===== config.mk =====
export PLATFORM = sky130hd
export DESIGN_NAME = ita_tile_sequencer
export DESIGN_NICKNAME = d
export VERILOG_FILES = /design/src/rtl/ita_tile_sequencer.sv
export SDC_FILE = /design/constraint.sdc
export NUM_CORES = 1
export LEC_CHECK = 0
export BUFFER_PORTS_ARGS = -buffer_cell sky130_fd_sc_hd__buf_2
export CORE_ASPECT_RATIO = 0.5
export CORE_MARGIN = 3
export CORE_UTILIZATION = 40
export DETAILED_ROUTE_END_ITERATION = 8
export PLACE_DENSITY_LB_ADDON = 0.15
export SETUP_SLACK_MARGIN = 0.4
export SKIP_CTS_REPAIR_TIMING = 1
export SLEW_MARGIN = 0
export SYNTH_ARGS = -nofsm -noshare
export SYNTH_HDL_FRONTEND = slang
export SYNTH_SLANG_ARGS = --single-unit

===== constraint.sdc =====
create_clock -name clk_i -period 3.97 [get_ports clk_i]
set_input_delay 0 -clock clk_i [delete_from_list [all_inputs] [get_ports clk_i]]
set_output_delay 0 -clock clk_i [all_outputs]
set_load 0.02 [all_outputs]

===== src/rtl/ita_tile_sequencer.sv =====
// ita_tile_sequencer: walks the S/P/E tile loop of one ITA matrix job and
// issues one tile command per iteration, with per-tile stream base addresses
// kept in running registers (no multipliers).
// Optional build macro ITA_TILE_SEQ_PREFETCH_EN: allow up to two tiles in
// flight instead of strict issue/wait alternation.
module ita_tile_sequencer #(
   parameter int unsigned ADDR_W = 32,
   parameter int unsigned TILE_W = 4
) (
   input  logic              clk_i,
   input  logic              rst_ni,
   input  logic              clear_i,
   input  logic              start_i,
   input  logic [TILE_W-1:0] tile_s_i,
   input  logic [TILE_W-1:0] tile_e_i,
   input  logic [TILE_W-1:0] tile_p_i,
   input  logic [ADDR_W-1:0] input_base_i,
   input  logic [ADDR_W-1:0] weight_base_i,
   input  logic [ADDR_W-1:0] output_base_i,
   input  logic [ADDR_W-1:0] input_stride_i,
   input  logic [ADDR_W-1:0] weight_stride_i,
   input  logic [ADDR_W-1:0] output_stride_i,
   output logic              cmd_valid_o,
   input  logic              cmd_ready_i,
   output logic [ADDR_W-1:0] cmd_input_addr_o,
   output logic [ADDR_W-1:0] cmd_weight_addr_o,
   output logic [ADDR_W-1:0] cmd_output_addr_o,
   output logic              cmd_first_e_o,
   output logic              cmd_last_e_o,
   input  logic              tile_done_i,
   output logic              busy_o,
   output logic              done_o,
   output logic              err_o
);

   typedef enum logic [1:0] {IDLE, ISSUE, WAIT, FIN} state_t;

   state_t            state, state_next;
   logic [TILE_W-1:0] s, p, e, s_max, p_max, e_max;
   logic [ADDR_W-1:0] in_addr, in_row, w_addr, w_base, out_addr;
   logic [ADDR_W-1:0] in_stride, w_stride, out_stride;
   logic              load, adv, set_err, accept, last_tile, err;

   // A tile count of zero behaves as one, so the last index is count-1 floored at 0.
   function automatic logic [TILE_W-1:0] cnt_max(input logic [TILE_W-1:0] c);
      return (c == '0) ? '0 : c - 1'b1;
   endfunction

   assign accept    = cmd_valid_o && cmd_ready_i;
   assign last_tile = (e == e_max) && (p == p_max) && (s == s_max);

   assign cmd_input_addr_o  = in_addr;
   assign cmd_weight_addr_o = w_addr;
   assign cmd_output_addr_o = out_addr;
   assign cmd_first_e_o     = cmd_valid_o && (e == '0);
   assign cmd_last_e_o      = cmd_valid_o && (e == e_max);
   assign err_o             = err;

`ifdef ITA_TILE_SEQ_PREFETCH_EN
   logic [1:0] outst;
   logic       remain;
   logic       done_ok;

   assign done_ok = tile_done_i && (outst != 2'd0);

   // Outstanding-tile counter and "commands still to issue" flag.
   always_ff @(posedge clk_i or negedge rst_ni) begin
      if (!rst_ni) begin
         outst  <= 2'd0;
         remain <= 1'b0;
      end else if (clear_i || load) begin
         outst  <= 2'd0;
         remain <= load && !clear_i;
      end else begin
         if (accept && !done_ok)      outst <= outst + 2'd1;
         else if (!accept && done_ok) outst <= outst - 2'd1;
         if (accept && last_tile)     remain <= 1'b0;
      end
   end

   // Next state and outputs; the loop position advances on every accept.
   always_comb begin
      state_next  = state;
      load        = 1'b0;
      adv         = 1'b0;
      set_err     = 1'b0;
      cmd_valid_o = 1'b0;
      busy_o      = 1'b0;
      done_o      = 1'b0;
      case (state)
         IDLE: begin
            if (start_i) begin
               load       = 1'b1;
               state_next = ISSUE;
            end
            if (tile_done_i) set_err = 1'b1;
         end
         ISSUE: begin
            busy_o      = 1'b1;
            cmd_valid_o = remain && (outst != 2'd2);
            if (accept && !last_tile) adv = 1'b1;
            if (tile_done_i && (outst == 2'd0)) set_err = 1'b1;
            if (tile_done_i && (outst == 2'd1) && !accept && !remain) state_next = FIN;
         end
         FIN: begin
            done_o     = 1'b1;
            state_next = IDLE;
         end
         default: state_next = IDLE;
      endcase
      if (clear_i) begin
         state_next  = IDLE;
         load        = 1'b0;
         adv         = 1'b0;
         set_err     = 1'b0;
         cmd_valid_o = 1'b0;
         done_o      = 1'b0;
      end
   end
`else
   // Next state and outputs; one tile in flight, loop advances on tile completion.
   always_comb begin
      state_next  = state;
      load        = 1'b0;
      adv         = 1'b0;
      set_err     = 1'b0;
      cmd_valid_o = 1'b0;
      busy_o      = 1'b0;
      done_o      = 1'b0;
      case (state)
         IDLE: begin
            if (start_i) begin
               load       = 1'b1;
               state_next = ISSUE;
            end
            if (tile_done_i) set_err = 1'b1;
         end
         ISSUE: begin
            busy_o      = 1'b1;
            cmd_valid_o = 1'b1;
            if (tile_done_i) set_err = 1'b1;
            if (accept) state_next = WAIT;
         end
         WAIT: begin
            busy_o = 1'b1;
            if (tile_done_i) begin
               if (last_tile) begin
                  state_next = FIN;
               end else begin
                  adv        = 1'b1;
                  state_next = ISSUE;
               end
            end
         end
         FIN: begin
            done_o     = 1'b1;
            state_next = IDLE;
         end
         default: state_next = IDLE;
      endcase
      if (clear_i) begin
         state_next  = IDLE;
         load        = 1'b0;
         adv         = 1'b0;
         set_err     = 1'b0;
         cmd_valid_o = 1'b0;
         done_o      = 1'b0;
      end
   end
`endif

   // State register.
   always_ff @(posedge clk_i or negedge rst_ni) begin
      if (!rst_ni) state <= IDLE;
      else         state <= state_next;
   end

   // Sticky spurious-completion flag, cleared by a new job or a soft clear.
   always_ff @(posedge clk_i or negedge rst_ni) begin
      if (!rst_ni)               err <= 1'b0;
      else if (clear_i || load)  err <= 1'b0;
      else if (set_err)          err <= 1'b1;
   end

   // Loop counters and running addresses: e innermost, then p, then s.
   always_ff @(posedge clk_i or negedge rst_ni) begin
      if (!rst_ni) begin
         s <= '0; p <= '0; e <= '0;
         s_max <= '0; p_max <= '0; e_max <= '0;
         in_addr <= '0; in_row <= '0; w_addr <= '0; w_base <= '0; out_addr <= '0;
         in_stride <= '0; w_stride <= '0; out_stride <= '0;
      end else if (load) begin
         s <= '0; p <= '0; e <= '0;
         s_max <= cnt_max(tile_s_i);
         p_max <= cnt_max(tile_p_i);
         e_max <= cnt_max(tile_e_i);
         in_addr    <= input_base_i;
         in_row     <= input_base_i;
         w_addr     <= weight_base_i;
         w_base     <= weight_base_i;
         out_addr   <= output_base_i;
         in_stride  <= input_stride_i;
         w_stride   <= weight_stride_i;
         out_stride <= output_stride_i;
      end else if (adv) begin
         if (e != e_max) begin
            e       <= e + 1'b1;
            in_addr <= in_addr + in_stride;
            w_addr  <= w_addr + w_stride;
         end else if (p != p_max) begin
            // New p column: input rewinds to the start of the current s row.
            e        <= '0;
            p        <= p + 1'b1;
            in_addr  <= in_row;
            w_addr   <= w_addr + w_stride;
            out_addr <= out_addr + out_stride;
         end else begin
            // New s row: input moves past the finished row, weights restart.
            e        <= '0;
            p        <= '0;
            s        <= s + 1'b1;
            in_addr  <= in_addr + in_stride;
            in_row   <= in_addr + in_stride;
            w_addr   <= w_base;
            out_addr <= out_addr + out_stride;
         end
      end
   end

endmodule

* Word-level counts from Yosys, hierarchy flattened *
Cells that the tools add are included.

word-level totals
  output and inout port bits = 102
  logic and storage cells = 107
  register bits = 283

operators by class
  equal/unequal tests = 13
  add/sub/neg operators = 9
  mux-type cells = 51
  reduce and logical (&&, ||, !) cells = 18

operator list
  cell                   number
  $mux W32               14
  $add A32 B32 Y32       3
  $mux W4                14
  $mux W1                17
  $logic_not A4 Y1       4
  $add A4 B1 Y4 const B  3
  $eq A4 B4 Y1           3
  $sub A4 B1 Y4 const B  3
  $mux W2                5
  $ne A3 B3 Y1 const B   3
  $ne A4 B4 Y1           2
  $pmux W2 S4            1
  $reduce_and A3 Y1      2
  $logic_and A1 B1 Y1    5
  $eq A2 B2 Y1 const B   2
  $ne A2 B2 Y1 const B   2
  $reduce_bool A2 Y1     2
  $reduce_or A2 Y1       2
  $eq A2 B1 Y1 const B   1
  $logic_not A2 Y1       1
  $reduce_and A2 Y1      1
  $logic_or A1 B1 Y1     1

* Logic depth before layout (Yosys ltp) *
Gate-level depths: netlist of the first run.

  depth after elaboration = 9
  gate-level depth with buffers = 13
  mapped depth without buffers = 13

* Worst setup path after synthesis of the first run *
Ideal clock, no wire load.

  path type = flip-flop to flip-flop
  from = reg w_addr[0] (netlist: cmd_weight_addr_o[0])
  to = reg w_addr[30] (netlist: cmd_weight_addr_o[30])
  cell stages (with the launch flop) = 13
  buffers on the path = 0
  data required time = 3.827 ns
  arrival time = 2.917 ns
  library setup time = 0.143 ns
  path slack = 0.909 ns
  period minus slack after synthesis = 3.061 ns
  path through = dfrtp_1 ha_1 fa_1 a21o_1 a21o_1 a211oi_1 o31a_1 o211a_1 o211ai_1 and2_4 a311oi_1 xor2_1 o221ai_1

on the way
  word-level cells in the longest chain between the ends = 5

RTL lines
  item                      RTL line  RTL
  start: declaration        40        logic [ADDR_W-1:0] in_addr, in_row, w_addr, w_base, out_addr;
  start signal: assignment  199       w_addr <= weight_base_i;
  start signal: assignment  209       w_addr <= w_addr + w_stride;
  start signal: assignment  215       w_addr <= w_addr + w_stride;
  $add A32 B32 Y32 (*)      209, 215
  $mux W32                  210       end else if (p != p_max) begin
  $mux W32 (*)              206       if (e != e_max) begin
  $mux W32 (*)              205       end else if (adv) begin
  $mux W32 (*)              192       end else if (load) begin

Mark *: on every way between the ends. The rest lies on a longest branch, timed or not. The select of a mux whose other input is x is not followed.
A chain may end at the register's enable or synchronous reset.

* Worst setup path in the final report of the first run *
  from = reg w_addr[0] (netlist: cmd_weight_addr_o[0])
  to = reg w_addr[24] (netlist: cmd_weight_addr_o[24])

The elaborated chain is that of the path after synthesis.

==> results of run 1 <==
## cells by family after synthesis
group / after synthesis / synth area share (%)
flops: 283 / 41.7
fa+ha+maj: 105 / 7.87
buf+inv: 140 / 3.24
compound gates: 534 / 19.7
simple gates: 851 / 21.2
mux: 26 / 1.55
xor+xnor: 92 / 4.75
## cells in the mapped netlist (6+ instances only)
cell type  instances
or3_1              9
nor2_1           127
and3_1            19
o21ai_1            6
o21a_1            10
a21oi_1          175
o31ai_1            9
ha_1             102
a211oi_1          15
o211ai_1          15
o21bai_1          14
xnor2_1           58
dfrtp_1          283
o22ai_1           11
nor2b_1           12
nor3_1            31
inv_1             38
o21ai_0          118
mux2i_1           24
nand2_1          563
a31oi_1           30
a22oi_1           19
nand3_1           32
a21o_1            50
clkbuf_1          81
o221ai_1          17
buf_2             19
nand4_1           14
xor2_1            34
## worst register-to-register path: cells and delay by family (launching register included)
family	cells	cell delay, ps
adder cells (fa/ha/maj)	2	630
AO/OA/AOI/OAI	8	1850
flip-flops	1	400
AND/OR/NAND/NOR	1	70
XOR/XNOR	1	170
## registers in the layout, indices dropped and copies added (netlist names)
name	flops
cmd_input_addr_o	32
cmd_output_addr_o	32
cmd_weight_addr_o	32
in_row	32
in_stride	32
out_stride	32
w_base	32
w_stride	32
e	4
e_max	4
p	4
p_max	4
s	4
s_max	4
state	2
err_o	1
## layer usage
metal	up-vias	wire, um	global-route usage, %
met2	255	26600	38.6
met4	0	1200	5.18
met5	-	0	0
met3	74	1690	3.29
li1	8051	-	-
met1	7692	23700	28.4
## where the power goes
part,switching [mW],total (mW),internal [mW]
logic,6.48,11.1,4.63
clock network,1.24,2.86,1.62
registers,1.09,5.32,4.23
## layout make-up
class | count | area (um^2) | share of cell area, %
Inverter | 38 | 143 | 0.638
Clock inverter | 11 | 121 | 0.542
Antenna cell | 3 | 7.51 | 0.0336
Timing Repair Buffer | 561 | 4060 | 18.2
Multi-Input combinational cell | 1608 | 9400 | 42.0
Sequential cell | 283 | 7080 | 31.7
Tap cell | 567 | 709 | 3.17
Clock buffer | 41 | 851 | 3.80
## final timing paths
check | from | to | slack [ps] | depth (start not counted)
min reg2reg | w_base[15] | w_base[15] | 480 | 2
min in group clk_i | tile_done_i | state[0] | 30 | 5
min | rst_ni | out_stride[10] | 10 | 2
max reg2reg | cmd_weight_addr_o[0] | cmd_weight_addr_o[24] | 710 | 12
max | cmd_weight_addr_o[0] | cmd_weight_addr_o[24] | 710 | 12
max in group asynchronous | rst_ni | out_stride[14] | 2800 | 3
## stage by stage
| step | hold WS, ps | instances |
|---|---|---|
| floorplan | -296 | 2031 |
| global placement | 65.7 | 2835 |
| detailed placement | 56.9 | 2835 |
| CTS | -555 | 2887 |
| global route | 78.6 | 3110 |
| finish | 11.7 | 3112 |
## layout by cell type, fill, tap and decap left out, types with 6 or more instances in the layout
cell type      Yosys  routed
o21bai_1          14      14
clkbuf_16          0      29
nor3_1            31      31
o22ai_1           11      11
o21a_1            10      10
a21o_1            50      50
a22oi_1           19      19
buf_2             19     310
nand3_1           32      32
nor2_1           127     126
inv_1             38      38
o211ai_1          15      15
clkbuf_8           0       8
a211oi_1          15      15
nand2_1          563     562
o21ai_0          118     118
nor2b_1           12      11
a21oi_1          175     175
xnor2_1           58      58
dfrtp_1          283     283
or3_1              9       9
a31oi_1           30      30
ha_1             102     102
o31ai_1            9       9
o21ai_1            6       6
mux2i_1           24      24
dlygate4sd3_1      0     222
xor2_1            34      34
o221ai_1          17      17
nand4_1           14      14
and3_1            19      18
buf_4              0      23
==> impl_metrics.yaml, run 1 <==
placement:
  routabilityCongestion: 0.839
  post_dp_cell_area_mm2: 0.0192
  dpl_worst_slack_ps: 615
  port_buffers: 311
  hpwl_um: 36200
cts:
  clk_latency_ps: 570
  cts_max_path_buffers: 3
  htreeDepth: 1
  cts-buffers-inserted: 29
  cts_sinks: 283
  cts_tree: "built"
  root_buffer: "clkbuf_16"
  path_clk_slew_ps: 70
setup_path:
  end_kind: "register"
  crit_type: "reg -> reg"
  cp_common_cell: "a21o_1"
  critical_path.top_delay_family: "compound AO/OA/AOI/OAI gates"
  cp-start-kind: "register"
  crit_chain: "ha_1 > fa_1 > a21o_1 > a21o_1 > a211oi_1 > o31a_1 > o211a_1 > nor2_1 > a221o_1 > a21oi_1 > xor2_1 > o221ai_1"
  cp_max_fo: 4
  required_ps: 4390
  worst-path-buf-inv: 0
  slowest_delay_ps: 400
  cp.arrival_ps: 3680
  crit_path_top_delay_cell: "dfrtp_1"
logic_synthesis:
  synth_top_area_share_pct: 41.7
  synth_cell_type_count: 77
  synth_edf_count: 0
  yosys.area.top_type: "dfrtp_1"
  syn_area_mm2: 0.0170
  syn_nets: 2346
  ys_top_cells_by_area: "dfrtp_1 (42%), nand2_1 (12%), ha_1 (7.5%)"
  synthCells: 2031
  synthFlopType: "dfrtp_1"
  seq_area_frac_synth_pct: 41.7
  ys_warn_count: 0
  synth.avg_cell_area_um2: 8.36
  async_flop_share_pct: 100
  ys_seq_elements: 283
cells_and_area:
  fin_nets: 2836
  fill_cells: 3888
  fin_area_mm2: 0.0224
  finalCoreUtilization_pct: 54.4
  layout-drive-gt1-share_pct: 16.6
  syn_to_final_growth_pct: 31.8
timing:
  final.setup.tns_ps: 0
  relSlewSlack_pct: 47.9
  grt_setup_unrepaired: "no"
  final.period_utilization_pct: 82.2
  finClkSkew_ps: 14.3
  hold_viol: 0
  setup_ws_ps: 708
  slew_viol_final: 0
  min_period_ps: 3260
  fmax_ghz: 0.307
  setup_viol: 0
  tightest_slew_ps: 782
global_routing:
  grt_use_total_pct: 21.8
  grt_pass1_wl_um: 80300
  grt_max_degree: 149
  grt_overflow: 0
  antenna_found_initial: 1
  grt_pass1_vias: 14800
run_status:
  outcome: "completed"
route:
  wl_per_cell_um: 17.1
  drcViolationCount: 0
  drtPass1Iterations: 5
  ant_nets: 0
  wl_um: 53200
  drt-initial-drc-count: 885
  num_vias: 16100
  vias_per_cell: 5.16
pwr:
  p_leak_nw: 10.9
  total_power_mw: 19.3
  power.density_mw_per_mm2: 862
  peakVddDrop_mv: 0.430
worst_hold_path:
  hold_class: "in -> async"
floorplan:
  dieArea_mm2: 0.0451
  dieHeight_um: 152
  io_pins: 312
  initial_core_util_pct: 41.3
  fp-row-count: 52
  core_mm2: 0.0411
  die_w_um: 297
job:
  max_cap_viol_count: 0
(Power assumes the default switching activity.)
==> run 2: changes to the inputs <==
==> constraint.sdc (replaced) <==
create_clock -name clk_i -period 2.65 [get_ports clk_i]
set_input_delay 0 -clock clk_i [delete_from_list [all_inputs] [get_ports clk_i]]
set_output_delay 0 -clock clk_i [all_outputs]
set_load 0.02 [all_outputs]
==> run 2 against run 1 <==
The flow now finishes with violations (setup timing). Total power increased by 86%. Non-clock buffer count increased by 216. Critical path depth increased by 1. Utilization increased by 9.8 points. Hold slack improved by 88 ps. Register-to-register slack got worse by 1000 ps.
==> impl_metrics.yaml, run 2 (same netlist as run 1, synthesis figures left out) <==
cts:
  htreeDepth: 1
  cts_max_path_buffers: 3
  root_buffer: "clkbuf_16"
  clk_latency_ps: 580
  cts-buffers-inserted: 28
  path_clk_slew_ps: 70
  cts_sinks: 283
  cts_tree: "built"
cells_and_area:
  syn_to_final_growth_pct: 55.5
  layout-drive-gt1-share_pct: 32.9
  final_cell_mix: "nand2_1 (553), buf_2 (310), dfrtp_1 (251)"
  diodes: 0
  fin_nets: 3052
  final_common_cell: "nand2_1"
setup_path:
  reg2reg_from: "in_stride[0]"
  crit_chain: "ha_4 > fa_2 > a211oi_2 > o211ai_1 > a221oi_2 > o41ai_2 > buf_4 > nand3b_1 > nand2_2 > a311o_1 > xor2_1 > nand2_1 > a21oi_2"
  crit_path_top_delay_cell: "dfrtp_1"
  crit_type: "reg -> reg"
  worst-path-buf-inv: 1
  cp-start-kind: "register"
  required_ps: 3160
  cp-startpoint: "in_stride[0]"
  critical_path.top_delay_family: "compound AO/OA/AOI/OAI gates"
  cp.arrival_ps: 3490
  slowest_delay_ps: 410
  end_kind: "register"
  cp_max_fo: 2
placement:
  routabilityCongestion: 0.857
  dpl_worst_slack_ps: -297
  port_buffers: 311
  hpwl_um: 38500
route:
  num_vias: 17300
  ant_nets: 0
  wl_per_cell_um: 17.6
  drt-initial-drc-count: 950
  drcViolationCount: 0
  wl_um: 58700
  drtPass1Iterations: 5
  vias_per_cell: 5.21
run_status:
  outcome: "finished, violations left"
  violations: "setup timing"
floorplan:
  dieArea_mm2: 0.0451
  fp-row-count: 52
  io_pins: 312
  dieHeight_um: 152
  die_w_um: 297
  initial_core_util_pct: 41.3
  core_mm2: 0.0411
global_routing:
  grt_pass1_vias: 15600
  grt_overflow: 0
  grt_use_total_pct: 22.3
  grt_pass1_wl_um: 82000
  antenna_found_initial: 0
  grt_max_degree: 76
timing:
  slew_viol_final: 0
  setup_viol: 43
  min_period_ps: 2990
  setup_ws_ps: -335
  final.period_utilization_pct: 113
  fmax_ghz: 0.335
  relSlewSlack_pct: 65.2
  grt_setup_unrepaired: "yes"
  finClkSkew_ps: 17.9
  hold_viol: 0
  tightest_slew_ps: 517
  final.setup.tns_ps: -5390
worst_hold_path:
  hp-start: "tile_done_i"
  hold_class: "in -> reg"
pwr:
  p_leak_nw: 12.4
  peakVddDrop_mv: 0.795
  power.density_mw_per_mm2: 1360
job:
  max_cap_viol_count: 0
## run 2: cell type report
cell class,count,area [um^2]
fill,3413,14700
inverter,38,143
timing repair buffer,777,6260
multi-input combinational,1609,11200
clock inverter,12,158
clock buffer,40,847
sequential,283,7120
tap,567,709
## run 2: where the power goes
| group | switching (mW) | internal (mW) | leakage (nW) | total [mW] |
|---|---|---|---|---|
| Combinational | 12.3 | 11.1 | 8.45 | 23.4 |
| Clock | 1.90 | 2.53 | 0.487 | 4.43 |
| Sequential | 1.78 | 6.38 | 3.42 | 8.16 |
## run 2: final timing paths
| kind | to | slack, ps | cells past startpoint |
|---|---|---|---|
| max reg2reg | cmd_input_addr_o[30] | -340 | 13 |
| min reg2reg | w_base[28] | 480 | 2 |
| min | state[0] | 100 | 5 |
| min in group asynchronous | out_stride[7] | 480 | 3 |
| max | cmd_input_addr_o[30] | -340 | 13 |
| max in group asynchronous | cmd_output_addr_o[17] | 1080 | 4 |
## run 2: worst min-delay path, cell delays in order
cell      delay [ps]
buf_2            110
inv_1            190
a222oi_1         180
nor2_1           110
a211oi_1          50
## run 2: routing by layer
metal  GRT usage (%)  vias up  share of wire (%)
li1                -     8505                  -
met1            28.4     8447                 43
met2            41.2      305                 51
met3            2.76       83                3.4
met4            4.34        0                2.1
met5               0        -                  0
## run 2: stage by stage
stage                     instances  util (%)  area (um^2)  power [mW]  hold WS (ps)
after floorplan                2031         -        17600        21.1          -296
after global placement         2974      50.9        20900        27.1         -20.6
after detailed placement       2974      50.9        20900        27.3         -21.2
after CTS                      3026      53.3        21900        31.9          -646
after global routing           3326      64.2        26400        38.6           144
final                          3326      64.2        26400        36.0          99.7
==> run 3: changes to the inputs <==
--- a/config.mk
+++ b/config.mk
@@ -17,3 +17,4 @@
 export SYNTH_ARGS = -nofsm -noshare
 export SYNTH_HDL_FRONTEND = slang
 export SYNTH_SLANG_ARGS = --single-unit
+export TNS_END_PERCENT = 20
==> run 3 against run 2 <==
The flow still finishes with violations (setup timing). Total power down 6.4%. Clock power shrank 5.9%. Combinational power shrank 8.5%. Global-route usage is 0.10 points lower. Routed wire length decreased by 5.5%. Die area unchanged. Sequential power decreased by 0.9%. Sequential share of layout area up 1.5 points. Setup slack improved by 37 ps. Via count decreased by 0.83%. Sequential cell count unchanged. Critical endpoint is now cmd_weight_addr_o[30].
==> impl_metrics.yaml, run 3 (same netlist as run 1, synthesis figures left out) <==
setup_path:
  rrSetupSlack_ps: -300
  cp_max_fo: 4
  end_kind: "register"
  cp-start-kind: "register"
  reg2reg_from: "cmd_weight_addr_o[0]"
  required_ps: 3090
  crit_type: "reg -> reg"
  r2r_end: "cmd_weight_addr_o[30]"
  cp.arrival_ps: 3390
  ff2ff_path_depth: 12
run_status:
  outcome: "finished, violations left"
  violations: "setup timing"
pwr:
  pwr-share-seq_pct: 24.0
  switching_share_pct: 43.9
  internal_power_mw: 18.9
  p_sw_mw: 14.8
  pwr-share-comb_pct: 63.6
  power.density_mw_per_mm2: 1350
  peakVddDrop_mv: 0.675
  clkPwrFrac_pct: 12.4
  p_leak_nw: 11.9
  total_power_mw: 33.7
floorplan:
  dieHeight_um: 152
  io_pins: 312
  fp-row-count: 52
  core_mm2: 0.0411
  die_w_um: 297
  initial_core_util_pct: 41.3
  dieArea_mm2: 0.0451
global_routing:
  antenna_found_initial: 0
  grt_overflow: 0
  grt_max_degree: 57
  grt_pass1_wl_um: 81800
  grt_pass1_vias: 15700
  grt_use_total_pct: 22.2
timing:
  min_period_ps: 2950
  hold_viol: 0
  setup_viol: 30
  tightest_slew_ps: 539
  relSlewSlack_pct: 64.1
  finClkSkew_ps: 11.3
  setup_ws_ps: -299
  final.period_utilization_pct: 111
  fmax_ghz: 0.339
  grt_setup_unrepaired: "yes"
  slew_viol_final: 0
cells_and_area:
  fin_nets: 3014
  fill_cells: 3568
  final_cell_mix: "nand2_1 (558), buf_2 (310), dfrtp_1 (259)"
  fin_area_mm2: 0.0249
  final_common_cell: "nand2_1"
  layout-drive-gt1-share_pct: 27.9
  finalCoreUtilization_pct: 60.6
  diodes: 0
  syn_to_final_growth_pct: 46.8
route:
  num_vias: 17200
  ant_nets: 0
  drcViolationCount: 0
  wl_per_cell_um: 16.9
  drtPass1Iterations: 7
  drt-initial-drc-count: 940
  wl_um: 55400
  vias_per_cell: 5.24
cts:
  path_clk_slew_ps: 70
  clk_latency_ps: 570
  cts_max_path_buffers: 3
  root_buffer: "clkbuf_16"
  cts_tree: "built"
  cts_sinks: 283
  cts-buffers-inserted: 29
  htreeDepth: 1
placement:
  routabilityCongestion: 0.925
  port_buffers: 311
  hpwl_um: 38300
  post_dp_cell_area_mm2: 0.0207
worst_hold_path:
  hp-start: "tile_done_i"
  hold_path_depth: 5
  min_to: "state[0]"
  hold_class: "in -> reg"
job:
  max_cap_viol_count: 0
[run 3: cell count changes in the layout (fill, tap and decap cells not counted), moves of 8 or more]
| cell | before | now |
|---|---|---|
| o21ai_0 | 43 | 85 |
| o21ai_1 | 68 | 29 |
| a21oi_1 | 114 | 149 |
| a21oi_2 | 51 | 21 |
| buf_6 | 40 | 14 |
| nor2_1 | 108 | 120 |
| buf_12 | 24 | 13 |
| buf_4 | 170 | 181 |
| xnor2_1 | 42 | 52 |
| xnor2_2 | 14 | 5 |
| dfrtp_1 | 251 | 259 |
| dfrtp_2 | 32 | 24 |
| nor2_2 | 10 | 2 |
[run 3: worst max-delay path, cell delays in order (launching register included)]
cell,delay [ps]
dfrtp_2,420
ha_4,170
fa_2,350
a21o_1,160
a21o_1,170
a211oi_2,180
o31a_1,280
o211a_1,240
o211ai_1,100
and2_4,180
a311oi_2,290
xor2_1,170
o221ai_1,110
[run 3: final cells by class]
cell class	instances	area, um^2	area share, %
Multi-Input combinational cell	1608	10500	41.9
Tap cell	567	709	2.85
Clock buffer	42	845	3.39
Timing Repair Buffer	739	5580	22.4
Inverter	38	143	0.572
Clock inverter	7	85.1	0.341
Sequential cell	283	7110	28.5
[run 3: how the worst max path moves through the flow]
stage                         start                    end  slack, ps  cells past startpoint
2_1_floorplan  cmd_weight_addr_o[0]  cmd_weight_addr_o[30]       -110                     12
3_3_place_gp           in_stride[0]             in_row[30]       -220                     13
3_5_place_dp   cmd_weight_addr_o[0]  cmd_weight_addr_o[24]       -250                     12
4_1_cts        cmd_weight_addr_o[0]  cmd_weight_addr_o[30]       -260                     12
5_1_grt                in_stride[0]   cmd_input_addr_o[30]       -410                     13
6_report       cmd_weight_addr_o[0]  cmd_weight_addr_o[30]       -300                     12
[run 3: through the flow]
stage / instances / hold WS (ps) / setup WS [ps] / setup TNS (ps)
4_1_cts: 3034 / -646 / -264 / -4930
3_3_place_gp: 2985 / -36.2 / -224 / -2770
6_report: 3284 / 47.7 / -299 / -3150
2_1_floorplan: 2031 / -296 / -114 / -660
3_5_place_dp: 2985 / -42.8 / -248 / -4130
5_1_grt: 3284 / 63.4 / -409 / -8980
[run 3: power by group through the flow]
stage / logic, mW / clock network (mW) / registers [mW]
after floorplan: 12.1 / 0 / 8.51
after global placement: 18.8 / 0 / 7.98
after detailed placement: 18.9 / 0 / 8.02
after CTS: 19.0 / 4.27 / 7.96
after global routing: 23.7 / 4.44 / 8.33
final: 21.4 / 4.17 / 8.09
[run 3: routing by layer]
metal / track usage [%] / share of wire (%) / vias up
met4: 6.02 / 3.0 / 0
li1: - / - / 8434
met2: 39.3 / 50 / 362
met3: 3.15 / 3.8 / 120
met5: 0 / 0 / -
met1: 28.7 / 43 / 8280
